==> src/rtl/alu_op_sequencer.sv <==
// alu_op_sequencer: valid/ready front end for the ArithmeticLogicUnit.
// Accepts one request, drives the ALU operands/FunSel/WF, captures
// AluOut/AluFlags and returns them as a response. Multi-position shifts
// and rotates re-issue the same one-position ALU op, feeding the previous
// result back as A.
//
// Ports:
//   Clock, Reset            clock, synchronous active-high reset
//   ReqValid/ReqReady       request handshake
//   ReqFunSel, ReqWF        ALU function (bit 4 = 32-bit mode), flag write
//   ReqA, ReqB, ReqCount    operands and shift repeat count
//   AluA, AluB, AluFunSel,
//   AluWF                   ALU drive (registered)
//   AluOut, AluFlags        ALU result and {Z,C,N,O} flags
//   RspValid/RspReady       response handshake
//   RspData, RspFlags       final result and flags
//   Busy                    high outside IDLE
module alu_op_sequencer #(
   parameter int unsigned WIDTH = 32,
   parameter int unsigned CNT_W = 5
) (
   input  logic             Clock,
   input  logic             Reset,
   input  logic             ReqValid,
   output logic             ReqReady,
   input  logic [4:0]       ReqFunSel,
   input  logic             ReqWF,
   input  logic [WIDTH-1:0] ReqA,
   input  logic [WIDTH-1:0] ReqB,
   input  logic [CNT_W-1:0] ReqCount,
   output logic [WIDTH-1:0] AluA,
   output logic [WIDTH-1:0] AluB,
   output logic [4:0]       AluFunSel,
   output logic             AluWF,
   input  logic [WIDTH-1:0] AluOut,
   input  logic [3:0]       AluFlags,
   output logic             RspValid,
   input  logic             RspReady,
   output logic [WIDTH-1:0] RspData,
   output logic [3:0]       RspFlags,
   output logic             Busy
);

   localparam int unsigned FS_W   = 5;
   localparam int unsigned FLAG_W = 4;
   // FunSel[3:0] codes at or above this value are shift/rotate functions
   localparam logic [3:0]  SHIFT_LO = 4'b1011;

   typedef enum logic [1:0] {
      IDLE    = 2'd0,
      ISSUE   = 2'd1,
      CAPTURE = 2'd2,
      RESP    = 2'd3
   } state_e;

   state_e              state_q, state_d;
   logic [WIDTH-1:0]    res_q, res_d;
   logic [FLAG_W-1:0]   flags_q, flags_d;
   logic [WIDTH-1:0]    b_q, b_d;
   logic [FS_W-1:0]     fs_q, fs_d;
   logic                wf_q, wf_d;
   logic [CNT_W-1:0]    cnt_q, cnt_d;

   logic [WIDTH-1:0]    alu_a_q, alu_a_d;
   logic [WIDTH-1:0]    alu_b_q, alu_b_d;
   logic [FS_W-1:0]     alu_fs_q, alu_fs_d;
   logic                alu_wf_q, alu_wf_d;
   logic                req_ready_q, req_ready_d;
   logic                rsp_valid_q, rsp_valid_d;
   logic                busy_q, busy_d;

   // State, datapath and registered output drive
   always_ff @(posedge Clock) begin
      if (Reset) begin
         state_q     <= IDLE;
         res_q       <= '0;
         flags_q     <= '0;
         b_q         <= '0;
         fs_q        <= '0;
         wf_q        <= 1'b0;
         cnt_q       <= '0;
         alu_a_q     <= '0;
         alu_b_q     <= '0;
         alu_fs_q    <= '0;
         alu_wf_q    <= 1'b0;
         req_ready_q <= 1'b1;
         rsp_valid_q <= 1'b0;
         busy_q      <= 1'b0;
      end else begin
         state_q     <= state_d;
         res_q       <= res_d;
         flags_q     <= flags_d;
         b_q         <= b_d;
         fs_q        <= fs_d;
         wf_q        <= wf_d;
         cnt_q       <= cnt_d;
         alu_a_q     <= alu_a_d;
         alu_b_q     <= alu_b_d;
         alu_fs_q    <= alu_fs_d;
         alu_wf_q    <= alu_wf_d;
         req_ready_q <= req_ready_d;
         rsp_valid_q <= rsp_valid_d;
         busy_q      <= busy_d;
      end
   end

   // Next-state and next-output logic
   always_comb begin
      state_d  = state_q;
      res_d    = res_q;
      flags_d  = flags_q;
      b_d      = b_q;
      fs_d     = fs_q;
      wf_d     = wf_q;
      cnt_d    = cnt_q;
      alu_a_d  = alu_a_q;
      alu_b_d  = alu_b_q;
      // Pass-A with WF low keeps the ALU's flags (and chained C) intact
      alu_fs_d = {fs_q[4], 4'b0000};
      alu_wf_d = 1'b0;

      case (state_q)
         IDLE: begin
            if (ReqValid) begin
               res_d = ReqA;
               b_d   = ReqB;
               wf_d  = ReqWF;
               fs_d  = ReqFunSel;
               cnt_d = CNT_W'(1);
               if (ReqFunSel[3:0] >= SHIFT_LO) begin
                  // A zero-count shift becomes one pass-A step
                  if (ReqCount == '0) begin
                     fs_d = {ReqFunSel[4], 4'b0000};
                  end else begin
                     cnt_d = ReqCount;
                  end
               end
               state_d = ISSUE;
            end
         end
         ISSUE: begin
            state_d = CAPTURE;
         end
         CAPTURE: begin
            res_d   = AluOut;
            flags_d = AluFlags;
            cnt_d   = cnt_q - CNT_W'(1);
            state_d = (cnt_q > CNT_W'(1)) ? ISSUE : RESP;
         end
         RESP: begin
            if (RspReady) begin
               state_d = IDLE;
            end
         end
         default: begin
            state_d = IDLE;
         end
      endcase

      // Operand drive is set up one cycle ahead so it is valid during ISSUE
      if (state_d == ISSUE) begin
         alu_a_d  = res_d;
         alu_b_d  = b_d;
         alu_fs_d = fs_d;
         alu_wf_d = wf_d;
      end
   end

   assign req_ready_d = (state_d == IDLE);
   assign rsp_valid_d = (state_d == RESP);
   assign busy_d      = (state_d != IDLE);

   assign ReqReady  = req_ready_q;
   assign RspValid  = rsp_valid_q;
   assign Busy      = busy_q;
   assign AluA      = alu_a_q;
   assign AluB      = alu_b_q;
   assign AluFunSel = alu_fs_q;
   assign AluWF     = alu_wf_q;
   assign RspData   = res_q;
   assign RspFlags  = flags_q;

endmodule

==> config.mk <==
export PLATFORM = sky130hd
export DESIGN_NAME = alu_op_sequencer
export DESIGN_NICKNAME = d
export VERILOG_FILES = /design/src/rtl/alu_op_sequencer.sv
export SDC_FILE = /design/constraint.sdc
export NUM_CORES = 1
export LEC_CHECK = 0
export ABC_AREA = 1
export BUFFER_PORTS_ARGS = -buffer_cell sky130_fd_sc_hd__buf_2
export CAP_MARGIN = 20
export CORE_ASPECT_RATIO = 0.5
export CORE_MARGIN = 3
export CORE_UTILIZATION = 47
export CTS_CLUSTER_SIZE = 30
export DETAILED_ROUTE_END_ITERATION = 7
export PLACE_DENSITY_LB_ADDON = 0.25
export SLEW_MARGIN = 15
export SYNTH_ARGS = -nofsm -noshare
export SYNTH_HDL_FRONTEND = slang
export SYNTH_SLANG_ARGS = --single-unit
export TNS_END_PERCENT = 50
==> constraint.sdc <==
create_clock -name Clock -period 1.4 [get_ports Clock]
set_input_delay 0.35 -clock Clock [delete_from_list [all_inputs] [get_ports Clock]]
set_output_delay 0.35 -clock Clock [all_outputs]
set_load 0.005 [all_outputs]
==> metrics <==
Fmax 663.3 MHz; Post-Synth XOR/XNOR Area 0.1192%; P_int 0.009426 W; final setup fails 66; Detail Placement HPWL 14550 um; max cap viols 0; first-pass GRT wire length 33110 um; register area 3095 sq um; Synth top area share 41.97%; Post-Synth Simple-Gate Area 35.22%; die area 17260 sq um; run status finished with violations; I/O Buffers 223; RSZ-0062 raised after global routing yes; critical-path cell list buf_6, o21ai_2, nand3_2, nand3_4, buf_12, clkbuf_16, nand2_1, nand2_1, nor2_1; Filler Cells Inserted 1255; worst path required time 1.71 ns; clk sinks 154; launch point of the worst reg-to-reg path cnt_q[0]; Cell Pwr Density 1335 nW/um^2; antenna-violating nets left 0; most frequent CP cell nand2_1; Worst path max stage delay 0.36 ns; P_leak 5.697 nW; Worst Setup Start Kind flip-flop; post-synthesis cell area 7346 sq um; reg2reg setup slack -0.11 ns; First DRT Iteration DRCs 424; Total Routed Length 22610 um; kind of critical path flip-flop to flip-flop; synth top area cells dfxtp_1 42%, nand2_1 16%, inv_1 11%; routed length per instance 14.07 um; post-placement cell area 9206 sq um; Ports 224; antenna violations before repair 0; FP Rows 31; max-slew violation count 0; Synth Area in Compound Gates 7.120%; largest family of logic cells by synthesized area simple AND/OR/NAND/NOR gates; violated checks setup timing; switching power 0.004337 W; Tcrit/Tclk final 107.7%; number of global-route vias before repair 7220; Hold Slack 0.1801 ns; crit path from cnt_q[0]; CP endpoint kind flip-flop; starting density of the core 49.45%; yosys warns 0; final net count 1513; synthesized area per cell 6.524 sq um; Max IR drop VDD 0.9488 mV; Syn Nets 1243; slowest CP cell dfxtp_4; P&R area growth vs syn 40.32%; clock share of power 33.1%; R2R cell count 9; post-route worst setup slack -0.1076 ns; cell taking the most area after synthesis dfxtp_1; TritonCTS clock tree done; CTS HTree Levels 4; share of power burned in registers 37.9%; total global routing overflow 0; share of cells above drive strength 1 30.59%; largest net degree at the start of global routing 61; Comb power frac 29.0%; measured slew at the worst slew-check pin 0.2822 ns; clk_lat worst skew 0.42 ns; die height 94.40 um; detail-routed via count per cell 4.860; Reg clk slew, reported paths 0.07 ns; mux cell area share after synthesis 0.1363%; skew final 0.01176 ns; adder-cell area share of the yosys netlist 0.3407%; critical hold path startpoint AluFlags[2]; GPL Wtd Cong 0.8859; Worst Hold Class primary input to flip-flop; crit path time final 1.508 ns; sequential-to-total area share from yosys stat 41.97%; overall routing resource usage 23.38%; die width 182.8 um; Slew HR 81.18%; Hold Path Depth 3; First-pass DRT Iterations 7; FF+latch count, synth 154; Largest delay share family, worst path buffers and inverters; Num CTS Buffers 17; sw frac 31.51%; clock root buffer clkbuf_16; Post-Syn Instances 1126; critical-path maximum fanout 12; Multi-input gate area 3338 sq um; Vias 7810; Final Hold Viols 0; Worst EP arrival 1.82 ns; R2R Path End AluA[4]; Worst Hold End RspFlags[2]; ANT cells 0; Longest Clk Path Bufs 2; DR DRC count 0; count of unique library cells instantiated by Yosys 29; CP bufs+invs 3; hold-fix buffers at CTS 0; post-route cell area 10310 sq um; core area 14860 sq um
## flip-flops by register name, indices dropped and copies added (netlist names), 4 cells and up
register   count
fs_q           5
RspFlags       4
AluA          32
cnt_q          5
b_q           32
RspData       32
AluB          32
AluFunSel      5
## cell families after synthesis
group                    count (synthesis)
AND/OR/NAND/NOR                        599
AO/OA/AOI/OAI                           86
multiplexers                             1
XOR/XNOR                                 1
adder cells (fa/ha/maj)                  2
flip-flops                             154
buffers and inverters                  283
## repair_timing
action	in CTS	in global routing
setup buffers	0	5
pin swaps	2	9
gates resized for setup	5	81
setup endpoints to repair	87	80
cloned	0	11
## synth_stat cells
cell / instances
nand2_1: 307
inv_1: 216
nor2_1: 170
dfxtp_1: 154
nand3b_1: 44
nand4_1: 37
clkbuf_1: 30
o21ai_0: 26
buf_2: 25
a21oi_1: 23
nand3_1: 22
o21a_1: 17
or2_2: 14
o21bai_1: 12
buf_1: 6
inv_2: 3
o211ai_1: 3
a31oi_1: 2
buf_6: 2
ha_1: 2
nand3_2: 2
o21ai_2: 2
a22oi_1: 1
clkinv_1: 1
mux2i_1: 1
nand2_2: 1
nor2_2: 1
nor3_1: 1
xor2_1: 1
## area by class of cell
cell class / count / area share [%]
inverters: 220 / 8.048
clock inverters: 14 / 1.445
well taps: 198 / 2.403
multi-input cells: 689 / 32.39
clock buffers: 18 / 4.164
repair buffers: 314 / 21.52
flip-flops and latches: 154 / 30.03
## power by group through the flow
stage | clock network [W] | registers, W | logic [W]
after CTS | 0.00462 | 0.00521 | 0.00338
after detailed placement | 0 | 0.00530 | 0.00335
after global routing | 0.00483 | 0.00527 | 0.00442
after global placement | 0 | 0.00528 | 0.00328
final | 0.00456 | 0.00521 | 0.00399
after floorplan | 0 | 0.00530 | 0.00189
## how the worst max path moves through the flow
| stage | endpoint | slack (ns) | cells past startpoint |
|---|---|---|---|
| floorplan | AluA[23] | 0.01 | 10 |
| global placement | AluWF | -0.17 | 8 |
| detailed placement | AluB[1] | -0.20 | 9 |
| CTS | AluFunSel[3] | -0.03 | 9 |
| global route | AluA[4] | -0.16 | 9 |
| finish | AluA[4] | -0.11 | 9 |
## cells in the final DEF, fill, tap and decap left out, types with 24 or more instances in the layout
cell	n
o21ai_0	24
inv_1	198
nor2_1	162
dfxtp_1	150
buf_4	59
nand4_1	37
clkbuf_16	27
buf_2	223
nand2_1	277
nand3b_1	44
## worst register-to-register path, delay by kind of cell (launching register included)
family / cells / cell delay [ns]
DFF: 1 / 0.36
and+or+nand+nor: 5 / 0.42
AOI/OAI and AO/OA: 1 / 0.13
buffers and inverters: 3 / 0.50
## per-layer routing
layer	GRT usage, %	up-vias	share of wire, %
met5	0	-	0
li1	-	3920	-
met4	6.600	0	1.2
met3	5.925	30	7.5
met2	41.54	277	48
met1	28.46	3583	43
## metrics by stage
stage / total power, W / cells / utilization (%) / TNS [ns] / setup WS, ns
final: 0.01376 / 1607 / 69.38 / -4.230 / -0.1076
after global routing: 0.01452 / 1607 / 69.38 / -7.746 / -0.1566
after CTS: 0.01320 / 1591 / 65.93 / -0.1638 / -0.02585
after detailed placement: 0.008643 / 1559 / 61.97 / -10.32 / -0.1961
after global placement: 0.008555 / 1559 / 61.97 / -8.478 / -0.1729
after floorplan: 0.007186 / 1126 / - / 0 / 0.01186
Note: power is estimated with default switching activity, not from simulation.
